<file path="src/rtl/mem_channel_arbiter_if.sv">
// Consumer-side and memory-side handshake buses of mem_channel_arbiter.
// slave is the arbiter's view; master is the view of the consumers plus memory.
interface mem_channel_arbiter_if #(
    parameter int ADDR_BITS     = 8,
    parameter int DATA_BITS     = 16,
    parameter int NUM_CONSUMERS = 4,
    parameter int NUM_CHANNELS  = 2
);
    logic [NUM_CONSUMERS-1:0]                consumer_read_valid;
    logic [NUM_CONSUMERS-1:0][ADDR_BITS-1:0] consumer_read_address;
    logic [NUM_CONSUMERS-1:0]                consumer_read_ready;
    logic [NUM_CONSUMERS-1:0][DATA_BITS-1:0] consumer_read_data;
    logic [NUM_CONSUMERS-1:0]                consumer_write_valid;
    logic [NUM_CONSUMERS-1:0][ADDR_BITS-1:0] consumer_write_address;
    logic [NUM_CONSUMERS-1:0][DATA_BITS-1:0] consumer_write_data;
    logic [NUM_CONSUMERS-1:0]                consumer_write_ready;
    logic [NUM_CHANNELS-1:0]                 mem_read_valid;
    logic [NUM_CHANNELS-1:0][ADDR_BITS-1:0]  mem_read_address;
    logic [NUM_CHANNELS-1:0]                 mem_read_ready;
    logic [NUM_CHANNELS-1:0][DATA_BITS-1:0]  mem_read_data;
    logic [NUM_CHANNELS-1:0]                 mem_write_valid;
    logic [NUM_CHANNELS-1:0][ADDR_BITS-1:0]  mem_write_address;
    logic [NUM_CHANNELS-1:0][DATA_BITS-1:0]  mem_write_data;
    logic [NUM_CHANNELS-1:0]                 mem_write_ready;

    modport slave (
        input  consumer_read_valid, consumer_read_address,
        input  consumer_write_valid, consumer_write_address, consumer_write_data,
        input  mem_read_ready, mem_read_data, mem_write_ready,
        output consumer_read_ready, consumer_read_data, consumer_write_ready,
        output mem_read_valid, mem_read_address,
        output mem_write_valid, mem_write_address, mem_write_data
    );

    modport master (
        output consumer_read_valid, consumer_read_address,
        output consumer_write_valid, consumer_write_address, consumer_write_data,
        output mem_read_ready, mem_read_data, mem_write_ready,
        input  consumer_read_ready, consumer_read_data, consumer_write_ready,
        input  mem_read_valid, mem_read_address,
        input  mem_write_valid, mem_write_address, mem_write_data
    );
endinterface

</file>
<file path="src/rtl/mem_channel_arbiter.sv">
// N-consumer to M-channel memory arbiter: per-channel request/relay FSMs sharing
// one round-robin pointer; all outputs registered.
module mem_channel_arbiter #(
    parameter int ADDR_BITS     = 8,
    parameter int DATA_BITS     = 16,
    parameter int NUM_CONSUMERS = 4,
    parameter int NUM_CHANNELS  = 2,
    parameter int WRITE_ENABLE  = 1
) (
    input  logic                    clk,
    input  logic                    reset,
    mem_channel_arbiter_if.slave    bus,
    output logic [NUM_CHANNELS-1:0] channel_busy,
    output logic                    all_idle
);
    localparam int OW = (NUM_CONSUMERS > 1) ? $clog2(NUM_CONSUMERS) : 1;
    localparam logic [OW:0] NC = NUM_CONSUMERS[OW:0];

    localparam logic [2:0] S_IDLE        = 3'd0;
    localparam logic [2:0] S_READ_WAIT   = 3'd1;
    localparam logic [2:0] S_WRITE_WAIT  = 3'd2;
    localparam logic [2:0] S_READ_RELAY  = 3'd3;
    localparam logic [2:0] S_WRITE_RELAY = 3'd4;

    logic [NUM_CHANNELS-1:0][2:0]            state_q, state_d;
    logic [NUM_CHANNELS-1:0][OW-1:0]         owner_q, owner_d;
    logic [NUM_CHANNELS-1:0]                 mrv_q, mrv_d, mwv_q, mwv_d;
    logic [NUM_CHANNELS-1:0][ADDR_BITS-1:0]  mra_q, mra_d, mwa_q, mwa_d;
    logic [NUM_CHANNELS-1:0][DATA_BITS-1:0]  mwd_q, mwd_d;
    logic [NUM_CONSUMERS-1:0]                served_q, served_d;
    logic [NUM_CONSUMERS-1:0]                rrdy_q, rrdy_d, wrdy_q, wrdy_d;
    logic [NUM_CONSUMERS-1:0][DATA_BITS-1:0] rdata_q, rdata_d;
    logic [OW-1:0]                           rr_q, rr_d;
    logic [NUM_CHANNELS-1:0]                 busy_q, busy_d;
    logic                                    idle_q, idle_d;

    logic [NUM_CONSUMERS-1:0] taken;
    logic [OW:0]              scan, nxt;
    logic [OW-1:0]            idx, last;
    logic                     found, any_grant;

    always_comb begin
        state_d  = state_q;
        owner_d  = owner_q;
        mrv_d    = mrv_q;
        mra_d    = mra_q;
        mwv_d    = mwv_q;
        mwa_d    = mwa_q;
        mwd_d    = mwd_q;
        served_d = served_q;
        rrdy_d   = rrdy_q;
        wrdy_d   = wrdy_q;
        rdata_d  = rdata_q;
        rr_d     = rr_q;
        taken    = served_q;
        scan     = '0;
        nxt      = '0;
        idx      = '0;
        last     = '0;
        found    = 1'b0;
        any_grant = 1'b0;
        // Channels claim in index order; taken keeps a consumer from being granted twice.
        for (int ch = 0; ch < NUM_CHANNELS; ch++) begin
            found = 1'b0;
            case (state_q[ch])
                S_IDLE: begin
                    for (int k = 0; k < NUM_CONSUMERS; k++) begin
                        scan = {1'b0, rr_q} + k[OW:0];
                        if (scan >= NC) scan = scan - NC;
                        idx = scan[OW-1:0];
                        if (!found && !taken[idx]) begin
                            if (bus.consumer_read_valid[idx]) begin
                                found       = 1'b1;
                                state_d[ch] = S_READ_WAIT;
                                mrv_d[ch]   = 1'b1;
                                mra_d[ch]   = bus.consumer_read_address[idx];
                            end else if (WRITE_ENABLE != 0 && bus.consumer_write_valid[idx]) begin
                                found       = 1'b1;
                                state_d[ch] = S_WRITE_WAIT;
                                mwv_d[ch]   = 1'b1;
                                mwa_d[ch]   = bus.consumer_write_address[idx];
                                mwd_d[ch]   = bus.consumer_write_data[idx];
                            end
                            if (found) begin
                                owner_d[ch]   = idx;
                                served_d[idx] = 1'b1;
                                taken[idx]    = 1'b1;
                                last          = idx;
                                any_grant     = 1'b1;
                            end
                        end
                    end
                end
                S_READ_WAIT: if (bus.mem_read_ready[ch]) begin
                    mrv_d[ch]              = 1'b0;
                    rdata_d[owner_q[ch]]   = bus.mem_read_data[ch];
                    rrdy_d[owner_q[ch]]    = 1'b1;
                    state_d[ch]            = S_READ_RELAY;
                end
                S_WRITE_WAIT: if (bus.mem_write_ready[ch]) begin
                    mwv_d[ch]              = 1'b0;
                    wrdy_d[owner_q[ch]]    = 1'b1;
                    state_d[ch]            = S_WRITE_RELAY;
                end
                S_READ_RELAY: if (!bus.consumer_read_valid[owner_q[ch]]) begin
                    rrdy_d[owner_q[ch]]    = 1'b0;
                    served_d[owner_q[ch]]  = 1'b0;
                    state_d[ch]            = S_IDLE;
                end
                S_WRITE_RELAY: if (!bus.consumer_write_valid[owner_q[ch]]) begin
                    wrdy_d[owner_q[ch]]    = 1'b0;
                    served_d[owner_q[ch]]  = 1'b0;
                    state_d[ch]            = S_IDLE;
                end
                default: state_d[ch] = S_IDLE;
            endcase
        end
        if (any_grant) begin
            nxt  = {1'b0, last} + {{OW{1'b0}}, 1'b1};
            rr_d = (nxt >= NC) ? '0 : nxt[OW-1:0];
        end
        for (int ch = 0; ch < NUM_CHANNELS; ch++) busy_d[ch] = (state_d[ch] != S_IDLE);
        idle_d = (busy_d == '0) && (served_d == '0);
    end

    always_ff @(posedge clk or posedge reset) begin
        if (reset) begin
            state_q  <= '0;
            owner_q  <= '0;
            mrv_q    <= '0;
            mra_q    <= '0;
            mwv_q    <= '0;
            mwa_q    <= '0;
            mwd_q    <= '0;
            served_q <= '0;
            rrdy_q   <= '0;
            wrdy_q   <= '0;
            rdata_q  <= '0;
            rr_q     <= '0;
            busy_q   <= '0;
            idle_q   <= 1'b0;
        end else begin
            state_q  <= state_d;
            owner_q  <= owner_d;
            mrv_q    <= mrv_d;
            mra_q    <= mra_d;
            mwv_q    <= mwv_d;
            mwa_q    <= mwa_d;
            mwd_q    <= mwd_d;
            served_q <= served_d;
            rrdy_q   <= rrdy_d;
            wrdy_q   <= wrdy_d;
            rdata_q  <= rdata_d;
            rr_q     <= rr_d;
            busy_q   <= busy_d;
            idle_q   <= idle_d;
        end
    end

    // Read-only instances tie every write output low.
    assign bus.consumer_read_ready  = rrdy_q;
    assign bus.consumer_read_data   = rdata_q;
    assign bus.consumer_write_ready = (WRITE_ENABLE != 0) ? wrdy_q : '0;
    assign bus.mem_read_valid       = mrv_q;
    assign bus.mem_read_address     = mra_q;
    assign bus.mem_write_valid      = (WRITE_ENABLE != 0) ? mwv_q : '0;
    assign bus.mem_write_address    = (WRITE_ENABLE != 0) ? mwa_q : '0;
    assign bus.mem_write_data       = (WRITE_ENABLE != 0) ? mwd_q : '0;
    assign channel_busy             = busy_q;
    assign all_idle                 = idle_q;
endmodule

</file>
<file path="src/flat_wrapper.sv">
// flat-port wrapper written by rule: the top's interface ports become plain ports
module mem_channel_arbiter_flat 
#(
    parameter int ADDR_BITS     = 8,
    parameter int DATA_BITS     = 16,
    parameter int NUM_CONSUMERS = 4,
    parameter int NUM_CHANNELS  = 2,
    parameter int WRITE_ENABLE  = 1
)
  (clk, reset, channel_busy, all_idle, bus_consumer_read_valid, bus_consumer_read_address, bus_consumer_write_valid, bus_consumer_write_address, bus_consumer_write_data, bus_mem_read_ready, bus_mem_read_data, bus_mem_write_ready, bus_consumer_read_ready, bus_consumer_read_data, bus_consumer_write_ready, bus_mem_read_valid, bus_mem_read_address, bus_mem_write_valid, bus_mem_write_address, bus_mem_write_data);
  mem_channel_arbiter_if #(.ADDR_BITS(ADDR_BITS), .DATA_BITS(DATA_BITS), .NUM_CONSUMERS(NUM_CONSUMERS), .NUM_CHANNELS(NUM_CHANNELS)) bus_i ();
  input  logic clk;
  input  logic reset;
  output logic [NUM_CHANNELS-1:0] channel_busy;
  output logic all_idle;
  input wire logic [$bits(bus_i.consumer_read_valid)-1:0] bus_consumer_read_valid;
  input wire logic [$bits(bus_i.consumer_read_address)-1:0] bus_consumer_read_address;
  input wire logic [$bits(bus_i.consumer_write_valid)-1:0] bus_consumer_write_valid;
  input wire logic [$bits(bus_i.consumer_write_address)-1:0] bus_consumer_write_address;
  input wire logic [$bits(bus_i.consumer_write_data)-1:0] bus_consumer_write_data;
  input wire logic [$bits(bus_i.mem_read_ready)-1:0] bus_mem_read_ready;
  input wire logic [$bits(bus_i.mem_read_data)-1:0] bus_mem_read_data;
  input wire logic [$bits(bus_i.mem_write_ready)-1:0] bus_mem_write_ready;
  output wire logic [$bits(bus_i.consumer_read_ready)-1:0] bus_consumer_read_ready;
  output wire logic [$bits(bus_i.consumer_read_data)-1:0] bus_consumer_read_data;
  output wire logic [$bits(bus_i.consumer_write_ready)-1:0] bus_consumer_write_ready;
  output wire logic [$bits(bus_i.mem_read_valid)-1:0] bus_mem_read_valid;
  output wire logic [$bits(bus_i.mem_read_address)-1:0] bus_mem_read_address;
  output wire logic [$bits(bus_i.mem_write_valid)-1:0] bus_mem_write_valid;
  output wire logic [$bits(bus_i.mem_write_address)-1:0] bus_mem_write_address;
  output wire logic [$bits(bus_i.mem_write_data)-1:0] bus_mem_write_data;
  assign bus_i.consumer_read_valid = bus_consumer_read_valid;
  assign bus_i.consumer_read_address = bus_consumer_read_address;
  assign bus_i.consumer_write_valid = bus_consumer_write_valid;
  assign bus_i.consumer_write_address = bus_consumer_write_address;
  assign bus_i.consumer_write_data = bus_consumer_write_data;
  assign bus_i.mem_read_ready = bus_mem_read_ready;
  assign bus_i.mem_read_data = bus_mem_read_data;
  assign bus_i.mem_write_ready = bus_mem_write_ready;
  assign bus_consumer_read_ready = bus_i.consumer_read_ready;
  assign bus_consumer_read_data = bus_i.consumer_read_data;
  assign bus_consumer_write_ready = bus_i.consumer_write_ready;
  assign bus_mem_read_valid = bus_i.mem_read_valid;
  assign bus_mem_read_address = bus_i.mem_read_address;
  assign bus_mem_write_valid = bus_i.mem_write_valid;
  assign bus_mem_write_address = bus_i.mem_write_address;
  assign bus_mem_write_data = bus_i.mem_write_data;
  mem_channel_arbiter #(.ADDR_BITS(ADDR_BITS), .DATA_BITS(DATA_BITS), .NUM_CONSUMERS(NUM_CONSUMERS), .NUM_CHANNELS(NUM_CHANNELS), .WRITE_ENABLE(WRITE_ENABLE)) u_core (.clk(clk), .reset(reset), .bus(bus_i), .channel_busy(channel_busy), .all_idle(all_idle));
endmodule
</file>
<file path="config.mk">
export PLATFORM = sky130hd
export DESIGN_NAME = mem_channel_arbiter_flat
export DESIGN_NICKNAME = d
export VERILOG_FILES = /design/src/rtl/mem_channel_arbiter_if.sv /design/src/rtl/mem_channel_arbiter.sv /design/src/flat_wrapper.sv
export SDC_FILE = /design/constraint.sdc
export NUM_CORES = 1
export LEC_CHECK = 0
export BUFFER_PORTS_ARGS = -buffer_cell sky130_fd_sc_hd__buf_2
export CAP_MARGIN = 20
export CORE_UTILIZATION = 61
export CTS_CLUSTER_SIZE = 10
export DETAILED_ROUTE_END_ITERATION = 8
export PLACE_DENSITY = 0.86
export SLEW_MARGIN = 15
export SYNTH_ARGS = -nofsm -noshare
export SYNTH_HDL_FRONTEND = slang
export SYNTH_SLANG_ARGS = --single-unit
</file>
<file path="constraint.sdc">
create_clock -name clk -period 16.4 [get_ports clk]
set_input_delay 1.64 -clock clk [delete_from_list [all_inputs] [get_ports clk]]
set_output_delay 1.64 -clock clk [all_outputs]
set_load 0.01 [all_outputs]
</file>
==> impl_metrics.csv <==
group,metric,value,unit
clock_network,cts_buffer_depth,2,
pwr,vdd_drop_max,0.137,mV
clock_network,tritoncts.num_buffers,17,
yosys,syn_area_per_cell,8.82,sq um
detailed_routing,dr_total_vias,14700,
yosys,netlist_area,14400,sq um
clock_network,cts.sink_count,159,
floorplan,die-area,24200,sq um
setup_path,crit_path_top_cell_by_count,"sky130_fd_sc_hd__o21ai_1",
yosys,synth.ff_latch_count,159,
setup_path,cp_slowest_stage_delay,0.79,ns
global_routing,antenna_found_initial,1,
layout,syn2layout_area_growth,15.5,%
yosys,synthArstFlopShare,100,%
detailed_routing,detail_route.first_pass.iterations,8,
place,placed_cells,2139,
min_path,hold_path.class,"reg2reg",
sta,finClkSkew,0.0156,ns
setup_path,start_kind,"flip-flop",
sta,slew_headroom,28.6,%
yosys,netlist_top_cells_count,"sky130_fd_sc_hd__nand2_1, sky130_fd_sc_hd__mux2i_1, sky130_fd_sc_hd__o21ai_0",
yosys,post_synth_inst_count,1631,
yosys,synthesis.nets,1809,
yosys,yosysUniqueCellTypes,84,
floorplan,fp.coreArea,22900,sq um
sta,report.final.hold_viol_count,0,
layout,layout.cells.non_filler,2173,
clock_network,clk-insertion-delay-late,0.44,ns
sta,post-route-period-util,42.8,%
global_routing,first_global_vias,14200,
setup_path,critPathTopFamily,"compound AO/OA/AOI/OAI gates",
yosys,synth.largest_area_cell,"sky130_fd_sc_hd__dfrtp_1",
pwr,power_leakage,7.78,nW
setup_path,setup.worst_path.class,"reg2reg",
setup_path,crit_path_max_fanout,49,
yosys,synthDominantCellAreaShare,27.6,%
setup_path,cp_data_required_time,16.69,ns
detailed_routing,wl,47000,um
layout,final_net_count,2025,
global_routing,grt_first_pass_wirelength,73100,um
sta,tightest_slew,1.07,ns
setup_path,rrSetupSlack,9.38,ns
setup_path,critical_path_arrival,7.31,ns
sta,setup-violations-final,0,
sta,timing_max_transition_violations_final,0,
layout,insertedDiodeCount,0,
detailed_routing,routedWlPerCell,21.6,um
yosys,synth_sequential_area_ratio,27.6,%
detailed_routing,vias_per_cell,6.76,
clock_network,clk_pin_slew_worst_paths,0.07,ns
clock_network,post-cts-setup-buffer-count,0,
floorplan,die_width,156,um
detailed_routing,route.detailed.drc,0,
place,detailedPlacementHpwl,31900,um
layout,drive_above_1_share,29.0,%
global_routing,grt.total_usage,38.4,%
detailed_routing,count_of_routing_violations_after_the_opening_detailed_route_iteration,1954,
floorplan,row_count,55,
clock_network,cts_resized,0,
sta,setup_repair_after_global_routing_missed_its_margin,"no",
global_routing,grt_max_degree,85,
outcome,status,"complete, no violations",
yosys,synth_top_cells_by_area,"sky130_fd_sc_hd__dfrtp_1, sky130_fd_sc_hd__mux2i_1, sky130_fd_sc_hd__mux4_2, sky130_fd_sc_hd__o21ai_0, sky130_fd_sc_hd__nand2_1",
floorplan,initial_utilization,62.8,%
yosys,yosysMostFrequentCell,"sky130_fd_sc_hd__nand2_1",
yosys,synth_enable_flop_cells,0,
yosys,count_of_yosys_warnings_during_synthesis,0,
sta,setup_tns,0,ns
clock_network,root_buffer,"sky130_fd_sc_hd__clkbuf_16",
setup_path,slowest_stage,"sky130_fd_sc_hd__nand3_2",
place,gp_routability_congestion,0.987,
floorplan,die_y,156,um
run,drv.max_cap_violation_count,0,
setup_path,cp-end-kind,"flip-flop",
yosys,synth-main-ff-cell,"sky130_fd_sc_hd__dfrtp_1",
pwr,pwr_density_cell,266,nW/um^2
global_routing,gr-total-overflow,0,
place,placement.io_buffers,316,
clock_network,cts_htree_levels,4,
detailed_routing,final_antenna_net_count,0,
setup_path,cp.buffers_inverters,1,
sta,fmaxAchievable,142,MHz
clock_network,ctsHoldBuffers,0,
sta,finalWorstPathRequiredPeriod,7.02,ns
clock_network,cts_tree,"yes",
setup_path,cp_cell_sequence,"inv_1, ha_4, mux4_2, o21ba_2, nor4_4, o311ai_1, and3_1, a31oi_1, o311ai_2, a221oi_1, a2bb2oi_1, o32a_4, nand3_2, nand2_1, o21ai_1, mux2i_1, o21ai_1",
floorplan,io_pins,317,
## metal layers
layer | vias to the layer above | share of wire (%) | GRT usage (%) | wire [um]
li1 | 6510 | - | - | -
met2 | 1032 | 48 | 63.2 | 22600
met1 | 7007 | 38 | 49.1 | 17900
met3 | 142 | 10 | 7.67 | 4820
met5 | - | 0 | 0 | 0
met4 | 0 | 3.5 | 17.2 | 1660
## per-stage QoR
stage	hold slack [ns]	power (mW)	area (sq um)	worst slack [ns]	util, %
2_1_floorplan	0.512	3.12	14400	10.46	-
3_3_place_gp	0.465	3.83	16000	9.71	69.8
3_5_place_dp	0.491	3.93	16000	9.58	69.8
4_1_cts	0.507	4.35	16600	9.59	72.4
5_1_grt	0.533	4.72	16600	8.97	72.5
6_report	0.502	4.42	16600	9.38	72.5
## cell usage in the layout (no fill, tap or decap), types with 5 or more instances in the layout
| master | instances |
|---|---|
| sky130_fd_sc_hd__a211o_1 | 5 |
| sky130_fd_sc_hd__a211oi_1 | 9 |
| sky130_fd_sc_hd__a21oi_1 | 91 |
| sky130_fd_sc_hd__a31oi_1 | 11 |
| sky130_fd_sc_hd__and2_1 | 5 |
| sky130_fd_sc_hd__buf_2 | 316 |
| sky130_fd_sc_hd__buf_4 | 21 |
| sky130_fd_sc_hd__clkbuf_16 | 17 |
| sky130_fd_sc_hd__dfrtp_1 | 157 |
| sky130_fd_sc_hd__inv_1 | 11 |
| sky130_fd_sc_hd__inv_6 | 5 |
| sky130_fd_sc_hd__mux2_2 | 27 |
| sky130_fd_sc_hd__mux2i_1 | 234 |
| sky130_fd_sc_hd__mux4_2 | 94 |
| sky130_fd_sc_hd__nand2_1 | 278 |
| sky130_fd_sc_hd__nand2b_1 | 8 |
| sky130_fd_sc_hd__nand3_1 | 19 |
| sky130_fd_sc_hd__nor2_1 | 96 |
| sky130_fd_sc_hd__nor3_1 | 26 |
| sky130_fd_sc_hd__o211ai_1 | 19 |
| sky130_fd_sc_hd__o21a_1 | 6 |
| sky130_fd_sc_hd__o21ai_0 | 220 |
| sky130_fd_sc_hd__o21ai_1 | 32 |
| sky130_fd_sc_hd__o221ai_1 | 6 |
| sky130_fd_sc_hd__o22ai_1 | 10 |
| sky130_fd_sc_hd__o31ai_1 | 5 |
| sky130_fd_sc_hd__or2_2 | 8 |
## worst min-delay path, cell delays in order (launching register included)
cell and delay, ns:
sky130_fd_sc_hd__dfrtp_1 0.36, sky130_fd_sc_hd__nand2_1 0.05, sky130_fd_sc_hd__o21ai_0 0.06
## path summary, 6_finish.rpt
kind	start	to	depth (start not counted)
min	u_core.bus.mem_read_address[4]	u_core.bus.mem_read_address[4]	2
min reg2reg	u_core.bus.mem_read_address[4]	u_core.bus.mem_read_address[4]	2
max reg2reg	u_core.rr_q[0]	u_core.bus.mem_write_data[25]	17
min in group asynchronous	reset	u_core.bus.mem_write_address[2]	2
max	u_core.rr_q[0]	u_core.bus.mem_write_data[25]	17
max in group asynchronous	reset	u_core.bus.consumer_read_data[28]	4
## sequential cells by signal, summed over array words and instances (netlist names)
| signal | cells |
|---|---|
| u_core.bus.consumer_write_ready | 4 |
| u_core.state_q | 6 |
| u_core.bus.mem_write_valid | 2 |
| u_core.bus.consumer_read_ready | 4 |
| u_core.bus.mem_write_data | 32 |
| u_core.bus.mem_read_address | 16 |
| u_core.served_q | 4 |
| u_core.bus.consumer_read_data | 64 |
| u_core.rr_q | 2 |
| u_core.owner_q | 4 |
| u_core.all_idle | 1 |
| u_core.bus.mem_read_valid | 2 |
| u_core.channel_busy | 2 |
| u_core.bus.mem_write_address | 16 |
## cell families after synthesis
kind of cell               count (synthesis)  share of synthesized area (%)
and+or+nand+nor                          483                           14.4
AOI/OAI and AO/OA                        475                           20.1
muxes                                    355                           33.1
DFF                                      159                           27.6
buffers and inverters                    155                           4.37
adders and majority gates                  4                          0.348
## layout make-up
| class | count | area [sq um] |
|---|---|---|
| Clock buffer | 17 | 425 |
| Clock inverter | 15 | 166 |
| Fill cell | 1722 | 6290 |
| Inverter | 13 | 53.8 |
| Multi-Input combinational cell | 1317 | 9830 |
| Sequential cell | 159 | 3980 |
| Tap cell | 313 | 392 |
| Timing Repair Buffer | 339 | 1770 |
## power breakdown
| group | leakage [nW] | internal (mW) | switching, mW |
|---|---|---|---|
| clock network | 0.288 | 0.205 | 0.200 |
| logic | 5.55 | 1.31 | 1.94 |
| registers | 1.95 | 0.588 | 0.186 |
| total | 7.78 | 2.10 | 2.33 |
Power figures use the tool's default switching activity.
